--- src/rtl/s74194_pkg.sv ---
// Shared mode encodings for the s74194 universal shift register.
package s74194_pkg;

  typedef enum logic [1:0] {
    MODE_HOLD = 2'b00,
    MODE_SHR  = 2'b01,
    MODE_SHL  = 2'b10,
    MODE_LOAD = 2'b11
  } mode_e;

endpackage

--- src/rtl/s74194.sv ---
// 74194-style universal shift register: hold / shift right / shift left / load.
// Optional circular rotate on shifts when S74194_ROTATE_EN is defined (adds port rot).
module s74194
  import s74194_pkg::*;
#(
  parameter int unsigned WIDTH = 8
) (
  input  logic             clk,
  input  logic             rst,
  input  logic             sin,
  input  logic [1:0]       mode,
  input  logic [WIDTH-1:0] pin,
`ifdef S74194_ROTATE_EN
  input  logic             rot,
`endif
  output logic             sout,
  output logic [WIDTH-1:0] pout
);

  logic [WIDTH-1:0] pout_next;
  logic             sout_next;
  logic             shr_in;
  logic             shl_in;

`ifdef S74194_ROTATE_EN
  assign shr_in = rot ? pout[0]       : sin;
  assign shl_in = rot ? pout[WIDTH-1] : sin;
`else
  assign shr_in = sin;
  assign shl_in = sin;
`endif

  always_comb begin
    pout_next = pout;
    sout_next = sout;
    case (mode_e'(mode))
      MODE_HOLD: ;
      MODE_SHR: begin
        pout_next = {shr_in, pout[WIDTH-1:1]};
        sout_next = pout[0];
      end
      MODE_SHL: begin
        pout_next = {pout[WIDTH-2:0], shl_in};
        sout_next = pout[WIDTH-1];
      end
      MODE_LOAD: pout_next = pin;
      default: ;
    endcase
  end

  always_ff @(posedge clk) begin
    if (!rst) begin
      pout <= '0;
      sout <= 1'b0;
    end else begin
      pout <= pout_next;
      sout <= sout_next;
    end
  end

endmodule

--- config.mk ---
export PLATFORM = sky130hd
export DESIGN_NAME = s74194
export DESIGN_NICKNAME = d
export VERILOG_FILES = /design/src/rtl/s74194_pkg.sv /design/src/rtl/s74194.sv
export SDC_FILE = /design/constraint.sdc
export NUM_CORES = 1
export LEC_CHECK = 0
export CAP_MARGIN = 20
export CORE_AREA = 2 2 39 41
export DETAILED_ROUTE_END_ITERATION = 8
export DIE_AREA = 0 0 41 43
export PLACE_DENSITY_LB_ADDON = 0.15
export RECOVER_POWER = 50
export SYNTH_ARGS = -nofsm -noshare
export SYNTH_HDL_FRONTEND = slang
export SYNTH_SLANG_ARGS = --single-unit
--- constraint.sdc ---
create_clock -name clk -period 3.45 [get_ports clk]
set_input_delay 0.345 -clock clk [delete_from_list [all_inputs] [get_ports clk]]
set_output_delay 0.345 -clock clk [all_outputs]
set_load 0.005 [all_outputs]
==> results.json, run 1 <==
{
  "initial_utilization_pct": 37.61,
  "drt-total-wl_um": 1179,
  "cts_tree": "yes",
  "worst-endpoint-required_ps": 3610,
  "remaining_drc_errors": 0,
  "period_needed_ps": 1802,
  "synth_sequential_area_ratio_pct": 34.62,
  "mappedNetlistNets": 66,
  "internal_power_w": 0.0001973,
  "io_pins": 22,
  "ir_worst_vdd_v": 0.0002097,
  "timing.final.hold_violations": 0,
  "drt-vias-per-instance": 5.708,
  "synth_compound_area_share_pct": 29.57,
  "place_worst_setup_slack_ps": 1373,
  "register_area_sq_um": 180.2,
  "combinationalPowerShare_pct": 23.5,
  "p_sw_w": 0.00007003,
  "power.sequential.fraction_pct": 45.1,
  "timing.critical_path.to_type": "register",
  "clock_tree.buffer_depth": 2,
  "worstSetupStartpointType": "input port",
  "finalSetupTns_ps": 0,
  "grt_first_pass_wirelength_um": 1856,
  "critical_path_class": "input port to register",
  "total_power_per_unit_cell_area_mw_per_mm2": 354.4,
  "yosys_register_bits": 9,
  "p_leak_nw": 0.3021,
  "fill_cells": 140,
  "grt_start_max_net_pins": 18,
  "diodes": 0,
  "synth_cells": 50,
  "globalRouteTotalUtil_pct": 15.63,
  "status": "complete, no violations",
  "r2r_slack_ps": 2380,
  "clkPwrFrac_pct": 31.4,
  "worst_setup_hold_path_clk_slew_ps": 60,
  "coreArea_sq_mm": 0.001384,
  "insertion_delay_ps": 260,
  "via_count_of_the_first_global_routing_pass": 447,
  "share_of_synthesized_area_spent_on_multiplexers_pct": 1.923,
  "cts_resized": 0,
  "worstReg2RegEnd": "pout[6]",
  "cts-hold-fix-buffers": 0,
  "critPathArrivalTime_ps": 1960,
  "timing.hold.worst_path_depth": 2,
  "num_rows": 14,
  "tightest_slew_ps": 514.4,
  "finish.net_count": 90,
  "buffer_ports.inserted": 21,
  "chipWidth_um": 41,
  "count_of_h_tree_levels_built_during_cts": 1,
  "holdCritPathClass": "register to register",
  "depth_of_the_most_critical_reg_to_reg_path": 2,
  "post_drt_wl_per_cell_um": 13.25,
  "final.period_utilization_pct": 52.24,
  "cts_setup_buffers": 0,
  "number_of_setup_violations_in_the_final_report": 0,
  "fmax_ghz": 0.5548,
  "critical_path.max_fanout": 17,
  "yosysWarningCount": 0,
  "area_growth_syn_to_layout_pct": 44.95,
  "fp.dieArea_sq_mm": 0.001763,
  "post_route_skew_ps": 1.260,
  "grt_antenna_before_repair": 0,
  "synth_xor_xnor_area_share_pct": 0,
  "finalWorstSetupSlack_ps": 1648,
  "net_sw_share_pct": 26.19,
  "regToRegStartpoint": "pout[7]",
  "slew-limit-headroom_pct": 65.71,
  "yosysUniqueCellTypes": 16,
  "numCtsBuffers": 3,
  "cts.sinks": 9,
  "routed-via-count": 508,
  "grt_overflow": 0,
  "detailedRoute.firstPassIterationCount": 6,
  "drtAntennaViolNets": 0,
  "final-max-slew-violation-count": 0,
  "detail_route.iter0.violations": 9,
  "fp.dieH_um": 43,
  "netlist_area_sq_um": 520.5,
  "worstHoldEndpoint": "sout",
  "grt_setup_unrepaired": "no",
  "synth_adder_area_share_pct": 7.212,
  "max_cap_viol_count": 0,
  "launch_instance_of_the_worst_min_delay_path": "sout",
  "multiInputGateArea_sq_um": 302.8,
  "clock-root-buffer": "sky130_fd_sc_hd__clkbuf_4",
  "synth_simple_gate_area_share_pct": 19.47,
  "post_synth.cell_area_avg_sq_um": 10.41,
  "total_power_w": 0.0002674,
  "synth_top_family_by_area": "compound AO/OA/AOI/OAI gates",
  "final_layout_size_suffix_gt1_share_pct": 6.849,
  "gp_routability_congestion": 0.7104
}
[through the flow]
stage | hold slack [ps] | utilization, % | instances | cell area [sq um]
CTS | 513.7 | 54.52 | 89 | 754.5
floorplan | 486.9 | - | 50 | 520.5
global route | 548.8 | 54.52 | 89 | 754.5
detailed placement | 505.1 | 52.62 | 85 | 728.2
global placement | 494.0 | 52.62 | 85 | 728.2
finish | 502.7 | 54.52 | 89 | 754.5
[layout make-up]
type	instances	area share [%]
multi-input cells	35	40.13
repair buffers	21	27.86
flip-flops and latches	9	23.88
clock buffers	4	3.483
well taps	16	2.653
inverters	4	1.990
[state kept, by name, indices dropped and copies added (netlist names)]
signal and flops:
sout 1, pout 8
[synth_stat cells]
library cell               n  area, sq um
sky130_fd_sc_hd__buf_6     2        22.52
sky130_fd_sc_hd__a211oi_1  1        7.510
sky130_fd_sc_hd__nor2_1    1        3.750
sky130_fd_sc_hd__dfxtp_1   9        180.2
sky130_fd_sc_hd__nor3b_1   3        22.52
sky130_fd_sc_hd__o221a_1   2        22.52
sky130_fd_sc_hd__ha_1      3        37.54
sky130_fd_sc_hd__nor2b_1   5        31.28
sky130_fd_sc_hd__mux2i_1   1        10.01
sky130_fd_sc_hd__a221o_2   1        11.26
sky130_fd_sc_hd__a22oi_1   5        37.54
sky130_fd_sc_hd__o221a_2   1        11.26
sky130_fd_sc_hd__or3b_1    5        43.79
sky130_fd_sc_hd__a221o_1   2        20.02
sky130_fd_sc_hd__a311oi_1  5        43.79
sky130_fd_sc_hd__inv_1     4        15.01
[placed cells by master (no fill, tap or decap), drive strengths merged]
cell type | Yosys | layout
a211oi | 1 | 1
a221o | 3 | 3
a22oi | 5 | 5
a311oi | 5 | 5
clkbuf | 0 | 4
clkdlybuf4s50 | 0 | 12
dfxtp | 9 | 9
dlygate4sd3 | 0 | 9
ha | 3 | 3
inv | 4 | 4
mux2i | 1 | 1
nor2 | 1 | 1
nor2b | 5 | 5
nor3b | 3 | 3
o221a | 3 | 3
or3b | 5 | 5
[metal layers]
metal / global-route usage, % / wire length [um]
met1: 19.49 / 521
met2: 23.13 / 553
met3: 4.712 / 86
met4: 8.000 / 17
met5: 0 / 0
[critical path, stage by stage]
cell and delay [ps]:
sky130_fd_sc_hd__clkdlybuf4s50_1 480, sky130_fd_sc_hd__inv_1 60, sky130_fd_sc_hd__ha_1 370, sky130_fd_sc_hd__a221o_2 450, sky130_fd_sc_hd__o221a_2 240
[kinds of logic (layout without fill, tap and decap cells)]
logic type,count (synthesis),after routing
AOI/OAI and AO/OA,17,17
and+or+nand+nor,14,14
DFF,9,9
muxes,1,1
buffers and inverters,6,29
adders and majority gates,3,3
[worst max path at each step]
stage / to / cells after the start / startpoint
after CTS: pout[2] / 5 / mode[0]
after global placement: pout[2] / 5 / mode[0]
after detailed placement: pout[2] / 5 / mode[0]
after floorplan: pout[5] / 5 / mode[0]
after global routing: pout[1] / 5 / mode[0]
final: pout[2] / 5 / mode[0]
[power groups by stage]
stage                     combinational, W  clock (W)  sequential (W)
after floorplan                  0.0000316          0        0.000122
after global placement           0.0000662          0        0.000123
after detailed placement         0.0000661          0        0.000123
after CTS                        0.0000669  0.0000864        0.000121
after global routing             0.0000697  0.0000901        0.000122
final                            0.0000629  0.0000838        0.000121
Power figures use the tool's default switching activity.
==> inputs of run 2 (changes only) <==
--- a/config.mk
+++ b/config.mk
@@ -6,9 +6,9 @@
 export NUM_CORES = 1
 export LEC_CHECK = 0
 export CAP_MARGIN = 20
-export CORE_AREA = 2 2 39 41
+export CORE_MARGIN = 2
+export CORE_UTILIZATION = 40
 export DETAILED_ROUTE_END_ITERATION = 8
-export DIE_AREA = 0 0 41 43
 export PLACE_DENSITY_LB_ADDON = 0.15
 export RECOVER_POWER = 50
 export SYNTH_ARGS = -nofsm -noshare
==> constraint.sdc (replaced) <==
create_clock -name clk -period 1.7 [get_ports clk]
set_input_delay 0.17 -clock clk [delete_from_list [all_inputs] [get_ports clk]]
set_output_delay 0.17 -clock clk [all_outputs]
set_load 0.005 [all_outputs]
==> run 2 against run 1 <==
Compared with the run above: via count rose by 5.1%; combinational power rose by 130%; clock power rose by 99%; global-route usage rose by 3.1 points; sequential share of layout area fell by 1.9 points; wire length rose by 6.4%; largest power group unchanged; highest routed layer is now met3.
==> results.json, run 2 (synthesis results as in run 1) <==
{
  "status": "complete, no violations",
  "coreArea_sq_mm": 0.001156,
  "net_sw_share_pct": 25.78,
  "via_count_of_the_first_global_routing_pass": 473,
  "regToRegStartpoint": "pout[2]",
  "fp.dieArea_sq_mm": 0.001606,
  "final-max-slew-violation-count": 0,
  "drtAntennaViolNets": 0,
  "numCtsBuffers": 3,
  "post_route_skew_ps": 2.759,
  "p_sw_w": 0.0001434,
  "initial_utilization_pct": 45.02,
  "critical_path.max_fanout": 13,
  "count_of_h_tree_levels_built_during_cts": 1,
  "max_cap_viol_count": 0,
  "critPathArrivalTime_ps": 1700,
  "route.top_layer_used": "met3",
  "wl_met1_um": 579,
  "fmax_ghz": 0.6472,
  "cts-hold-fix-buffers": 0,
  "final_area_sq_um": 819.5,
  "clock_tree.buffer_depth": 2,
  "met2_wirelength_um": 609,
  "timing.critical_path.to_type": "register",
  "timing.hold.worst_path_depth": 2,
  "fp.dieH_um": 40.07,
  "cts.sinks": 9,
  "clkPwrFrac_pct": 30.1,
  "top_register": "pout",
  "insertion_delay_ps": 260,
  "grt_antenna_before_repair": 0,
  "period_needed_ps": 1545,
  "fill_cells": 102,
  "cts_tree": "yes",
  "r2r_slack_ps": 600,
  "finalWorstSetupSlack_ps": 154.8,
  "worstHoldEndpoint": "sout",
  "number_of_setup_violations_in_the_final_report": 0,
  "final.period_utilization_pct": 90.90,
  "diodes": 0,
  "dp_hpwl_um": 968.5,
  "detailedRoute.firstPassIterationCount": 4,
  "place_worst_setup_slack_ps": -132.8,
  "globalRouteTotalUtil_pct": 18.69,
  "grt_overflow": 0,
  "worst_hold_slack_ps": 502.6,
  "most_used_cells_in_the_layout_excluding_fill_and_tap_cells": "12 x sky130_fd_sc_hd__clkdlybuf4s50_1, 9 x sky130_fd_sc_hd__dlygate4sd3_1, 9 x sky130_fd_sc_hd__buf_4, 9 x sky130_fd_sc_hd__dfxtp_1",
  "p_leak_nw": 0.3479,
  "grt_first_pass_wirelength_um": 1959,
  "launch_instance_of_the_worst_min_delay_path": "sout",
  "cts_resized": 0,
  "holdCritPathClass": "register to register",
  "area_growth_syn_to_layout_pct": 57.45,
  "grt_setup_unrepaired": "no",
  "worst_setup_hold_path_clk_slew_ps": 60,
  "tightest_slew_ps": 374.7,
  "wl_met3_um": 65,
  "cts_setup_buffers": 0,
  "drt-vias-per-instance": 5.563,
  "layout.cells.most_common": "sky130_fd_sc_hd__clkdlybuf4s50_1",
  "total_power_per_unit_cell_area_mw_per_mm2": 678.7,
  "timing.final.hold_violations": 0,
  "routed-via-count": 534,
  "combinationalPowerShare_pct": 25.9,
  "io_pins": 22,
  "worstReg2RegEnd": "pout[1]",
  "gp_routability_congestion": 0.7581,
  "worstSetupStartpointType": "input port",
  "drt-total-wl_um": 1254,
  "detailed_place.area_sq_um": 793.3,
  "clock-root-buffer": "sky130_fd_sc_hd__clkbuf_4",
  "worst-endpoint-required_ps": 1850,
  "final_layout_size_suffix_gt1_share_pct": 17.07,
  "buffer_ports.inserted": 21,
  "num_rows": 12,
  "internal_power_w": 0.0004128,
  "finish.net_count": 99,
  "slew-limit-headroom_pct": 75.02,
  "critical_path_class": "input port to register",
  "post_drt_wl_per_cell_um": 13.06,
  "grt_start_max_net_pins": 14,
  "ir_worst_vdd_v": 0.0003414,
  "chipWidth_um": 40.07,
  "detail_route.iter0.violations": 8,
  "remaining_drc_errors": 0,
  "power.sequential.fraction_pct": 44.0,
  "depth_of_the_most_critical_reg_to_reg_path": 2,
  "largest_reg_flops": 8,
  "finalSetupTns_ps": 0,
  "reg_top3": "pout: 8 flops, sout: 1 flops"
}
[run 2: changes by cell type in the layout (fill, tap and decap cells not counted)]
| cell | delta |
|---|---|
| sky130_fd_sc_hd__buf_4 | +9 |
[run 2: cell type report]
cell class                 count  area [sq um]  share of cell area (%)
timing repair buffer          30         277.8                   33.89
tap                           14         17.52                   2.137
inverter                       4         15.01                   1.832
sequential                     9         180.2                   21.98
multi-input combinational     35         302.8                   36.95
clock buffer                   4         26.28                   3.206
[run 2: worst max path at each step]
stage	startpoint	to	slack (ps)	cells after the start
floorplan	mode[0]	pout[5]	480	5
global placement	mode[0]	pout[2]	-90	5
detailed placement	mode[0]	pout[2]	-130	5
CTS	mode[0]	pout[2]	150	5
global route	mode[0]	pout[2]	80	5
finish	mode[0]	pout[2]	150	5
[run 2: critical path: stages]
cell and delay (ps):
sky130_fd_sc_hd__clkdlybuf4s50_1 480, sky130_fd_sc_hd__inv_1 60, sky130_fd_sc_hd__ha_1 320, sky130_fd_sc_hd__a221o_2 430, sky130_fd_sc_hd__o221a_2 250
[run 2: per-stage QoR]
step	instances	util (%)	total power, W
2_1_floorplan	50	-	0.0003125
3_3_place_gp	92	68.61	0.0003983
3_5_place_dp	92	68.61	0.0004016
4_1_cts	96	70.89	0.0005692
5_1_grt	96	70.89	0.0005893
6_report	96	70.89	0.0005563
[run 2: power groups by stage]
stage / Combinational [W] / Sequential [W] / Clock [W]
after global placement: 0.000148 / 0.000250 / 0
after global routing: 0.000157 / 0.000248 / 0.000185
final: 0.000144 / 0.000245 / 0.000167
after floorplan: 0.0000641 / 0.000248 / 0
after detailed placement: 0.000151 / 0.000250 / 0
after CTS: 0.000152 / 0.000246 / 0.000172
[run 2: metal layers]
layer  vias up  global-route usage, %
met5         -                      0
met4         0                  10.34
met3         0                  5.000
met2        13                  29.03
met1       255                  23.08
li1        266                      -
==> inputs of run 3 (changes only) <==
--- a/config.mk
+++ b/config.mk
@@ -9,8 +9,9 @@
 export CORE_MARGIN = 2
 export CORE_UTILIZATION = 40
 export DETAILED_ROUTE_END_ITERATION = 8
-export PLACE_DENSITY_LB_ADDON = 0.15
+export PLACE_DENSITY_LB_ADDON = 0.2
 export RECOVER_POWER = 50
+export SETUP_SLACK_MARGIN = 0.2
 export SYNTH_ARGS = -nofsm -noshare
 export SYNTH_HDL_FRONTEND = slang
 export SYNTH_SLANG_ARGS = --single-unit
==> run 3 against run 2 <==
Compared with the run above: clock skew is 8.6 ps higher; worst setup slack better by 20 ps; core utilization is 0.97 points higher; wire length is 2.8% higher; critical path depth stayed put; flip-flop and latch count stayed put; via count is 0.56% lower; final cell count is 1.0% lower; first-iteration DRC count is 130% higher; maximum frequency is 1.3% higher; critical path type unchanged; count of clock-buffer cells in the layout is 1 lower; die area stayed put.
==> results.json, run 3 (synthesis results as in run 1) <==
{
  "status": "complete, no violations",
  "r2r_slack_ps": 610,
  "detail_route.iter0.violations": 18,
  "detailedRoute.firstPassIterationCount": 3,
  "globalRouteTotalUtil_pct": 18.32,
  "timing.hold.worst_path_depth": 2,
  "detailed_place.area_sq_um": 785.8,
  "coreArea_sq_mm": 0.001156,
  "total_power_per_unit_cell_area_mw_per_mm2": 679.9,
  "most_used_cells_in_the_layout_excluding_fill_and_tap_cells": "13 x sky130_fd_sc_hd__clkdlybuf4s50_1, 9 x sky130_fd_sc_hd__dfxtp_1, 8 x sky130_fd_sc_hd__dlygate4sd3_1, 8 x sky130_fd_sc_hd__buf_4",
  "top_register": "pout",
  "layout.cells.most_common": "sky130_fd_sc_hd__clkdlybuf4s50_1",
  "reg_top3": "pout: 8 flops, sout: 1 flops",
  "post_drt_wl_per_cell_um": 13.57,
  "dp_hpwl_um": 912.6,
  "worstReg2RegEnd": "pout[1]",
  "grt_first_pass_wirelength_um": 1925,
  "count_of_h_tree_levels_built_during_cts": 1,
  "drt-vias-per-instance": 5.589,
  "fp.dieArea_sq_mm": 0.001606,
  "cts_tree": "yes",
  "critPathArrivalTime_ps": 1690,
  "clock-root-buffer": "sky130_fd_sc_hd__clkbuf_4",
  "finalWorstSetupSlack_ps": 174.6,
  "area_growth_syn_to_layout_pct": 59.62,
  "fmax_ghz": 0.6556,
  "timing.critical_path.to_type": "register",
  "max_cap_viol_count": 0,
  "fp.dieH_um": 40.07,
  "remaining_drc_errors": 0,
  "numCtsBuffers": 3,
  "final_layout_size_suffix_gt1_share_pct": 22.22,
  "grt_start_max_net_pins": 13,
  "via_count_of_the_first_global_routing_pass": 442,
  "chipWidth_um": 40.07,
  "num_rows": 12,
  "worst_hold_slack_ps": 524.4,
  "crit_slowest_cell": "sky130_fd_sc_hd__clkdlybuf4s50_1",
  "initial_utilization_pct": 45.02,
  "launch_instance_of_the_worst_min_delay_path": "sout",
  "grt_setup_unrepaired": "no",
  "number_of_setup_violations_in_the_final_report": 0,
  "clock_tree.buffer_depth": 2,
  "tightest_slew_ps": 368.3,
  "holdCritPathClass": "register to register",
  "finalSetupTns_ps": 0,
  "post_route_skew_ps": 11.40,
  "diodes": 0,
  "period_needed_ps": 1525,
  "critical_path_class": "input port to register",
  "critical_path.max_fanout": 12,
  "insertion_delay_ps": 270,
  "slowest_delay_ps": 480,
  "final.period_utilization_pct": 89.73,
  "io_pins": 22,
  "finalCoreUtilization_pct": 71.86,
  "slew-limit-headroom_pct": 75.45,
  "worst-endpoint-required_ps": 1860,
  "ir_worst_vdd_v": 0.0003768,
  "drt-total-wl_um": 1289,
  "grt_antenna_before_repair": 0,
  "worstSetupStartpointType": "input port",
  "routed-via-count": 531,
  "regToRegStartpoint": "pout[2]",
  "cts_setup_buffers": 0,
  "finish.net_count": 98,
  "final_area_sq_um": 830.8,
  "worst_setup_hold_path_clk_slew_ps": 70,
  "cts.sinks": 9,
  "depth_of_the_most_critical_reg_to_reg_path": 2,
  "p_leak_nw": 0.3422,
  "cts-hold-fix-buffers": 0,
  "critical_path_cell_by_cell": "clkdlybuf4s50_1 -> inv_1 -> ha_1 -> a221o_2 -> o221a_2",
  "final-max-slew-violation-count": 0,
  "buffer_ports.inserted": 21,
  "worstHoldEndpoint": "sout",
  "drtAntennaViolNets": 0,
  "largest_reg_flops": 8,
  "place_worst_setup_slack_ps": -106.0,
  "gp_routability_congestion": 0.7296,
  "timing.final.hold_violations": 0,
  "grt_overflow": 0
}
==> run 3: cell count changes in the layout (fill, tap and decap cells not counted) <==
cell                              change
sky130_fd_sc_hd__ha_1                 -2
sky130_fd_sc_hd__a311oi_2             +2
sky130_fd_sc_hd__a311oi_1             -2
sky130_fd_sc_hd__clkbuf_1             -1
sky130_fd_sc_hd__buf_4                -1
sky130_fd_sc_hd__ha_2                 +2
sky130_fd_sc_hd__clkinv_2             +1
sky130_fd_sc_hd__clkdlybuf4s50_1      +1
sky130_fd_sc_hd__dlygate4sd3_1        -1
==> run 3: repair_timing <==
action / 4_1_cts / 5_1_grt
resized for setup: 2 / 3
setup endpoints to repair: 2 / 5
hold endpoints to repair: 0 / 0
==> run 3: metrics by stage <==
step	std cells	power [W]
floorplan	50	0.0003125
global placement	91	0.0003961
detailed placement	91	0.0003989
CTS	95	0.0005710
global route	95	0.0005964
finish	95	0.0005648
==> run 3: worst max-delay path by stage <==
| stage | startpoint | end | depth (start not counted) |
|---|---|---|---|
| 2_1_floorplan | mode[0] | pout[5] | 5 |
| 3_3_place_gp | mode[0] | pout[2] | 5 |
| 3_5_place_dp | mode[0] | pout[2] | 5 |
| 4_1_cts | mode[1] | pout[4] | 4 |
| 5_1_grt | mode[0] | pout[4] | 5 |
| 6_report | mode[0] | pout[2] | 5 |
==> run 3: worst max-delay path, delay by kind of cell <==
family	cells	cell delay [ps]
compound gates	2	660
fa+ha+maj	1	320
buf+inv	2	540
==> run 3: layer usage <==
layer / track usage (%) / vias to the layer above / wire, um
met1: 25.00 / 248 / 610
met4: 7.759 / 0 / 8
met3: 5.000 / 2 / 74
met2: 26.61 / 15 / 594
met5: 0 / - / 0
li1: - / 266 / -
==> run 3: area by class of cell <==
type | instances | area (sq um)
fillers | 93 | 325.3
multi-input cells | 35 | 320.3
repair buffers | 29 | 270.3
flip-flops and latches | 9 | 180.2
clock buffers | 3 | 22.52
well taps | 14 | 17.52
inverters | 4 | 15.01
clock inverters | 1 | 5.005
==> run 3: power breakdown <==
part / leakage, nW / total (W) / switching (W) / internal (W)
combinational: 0.250 / 0.000150 / 0.0000542 / 0.0000960
clock: 0.0177 / 0.000170 / 0.0000830 / 0.0000869
sequential: 0.0745 / 0.000245 / 0.0000160 / 0.000229
total: 0.342 / 0.000565 / 0.000153 / 0.000412
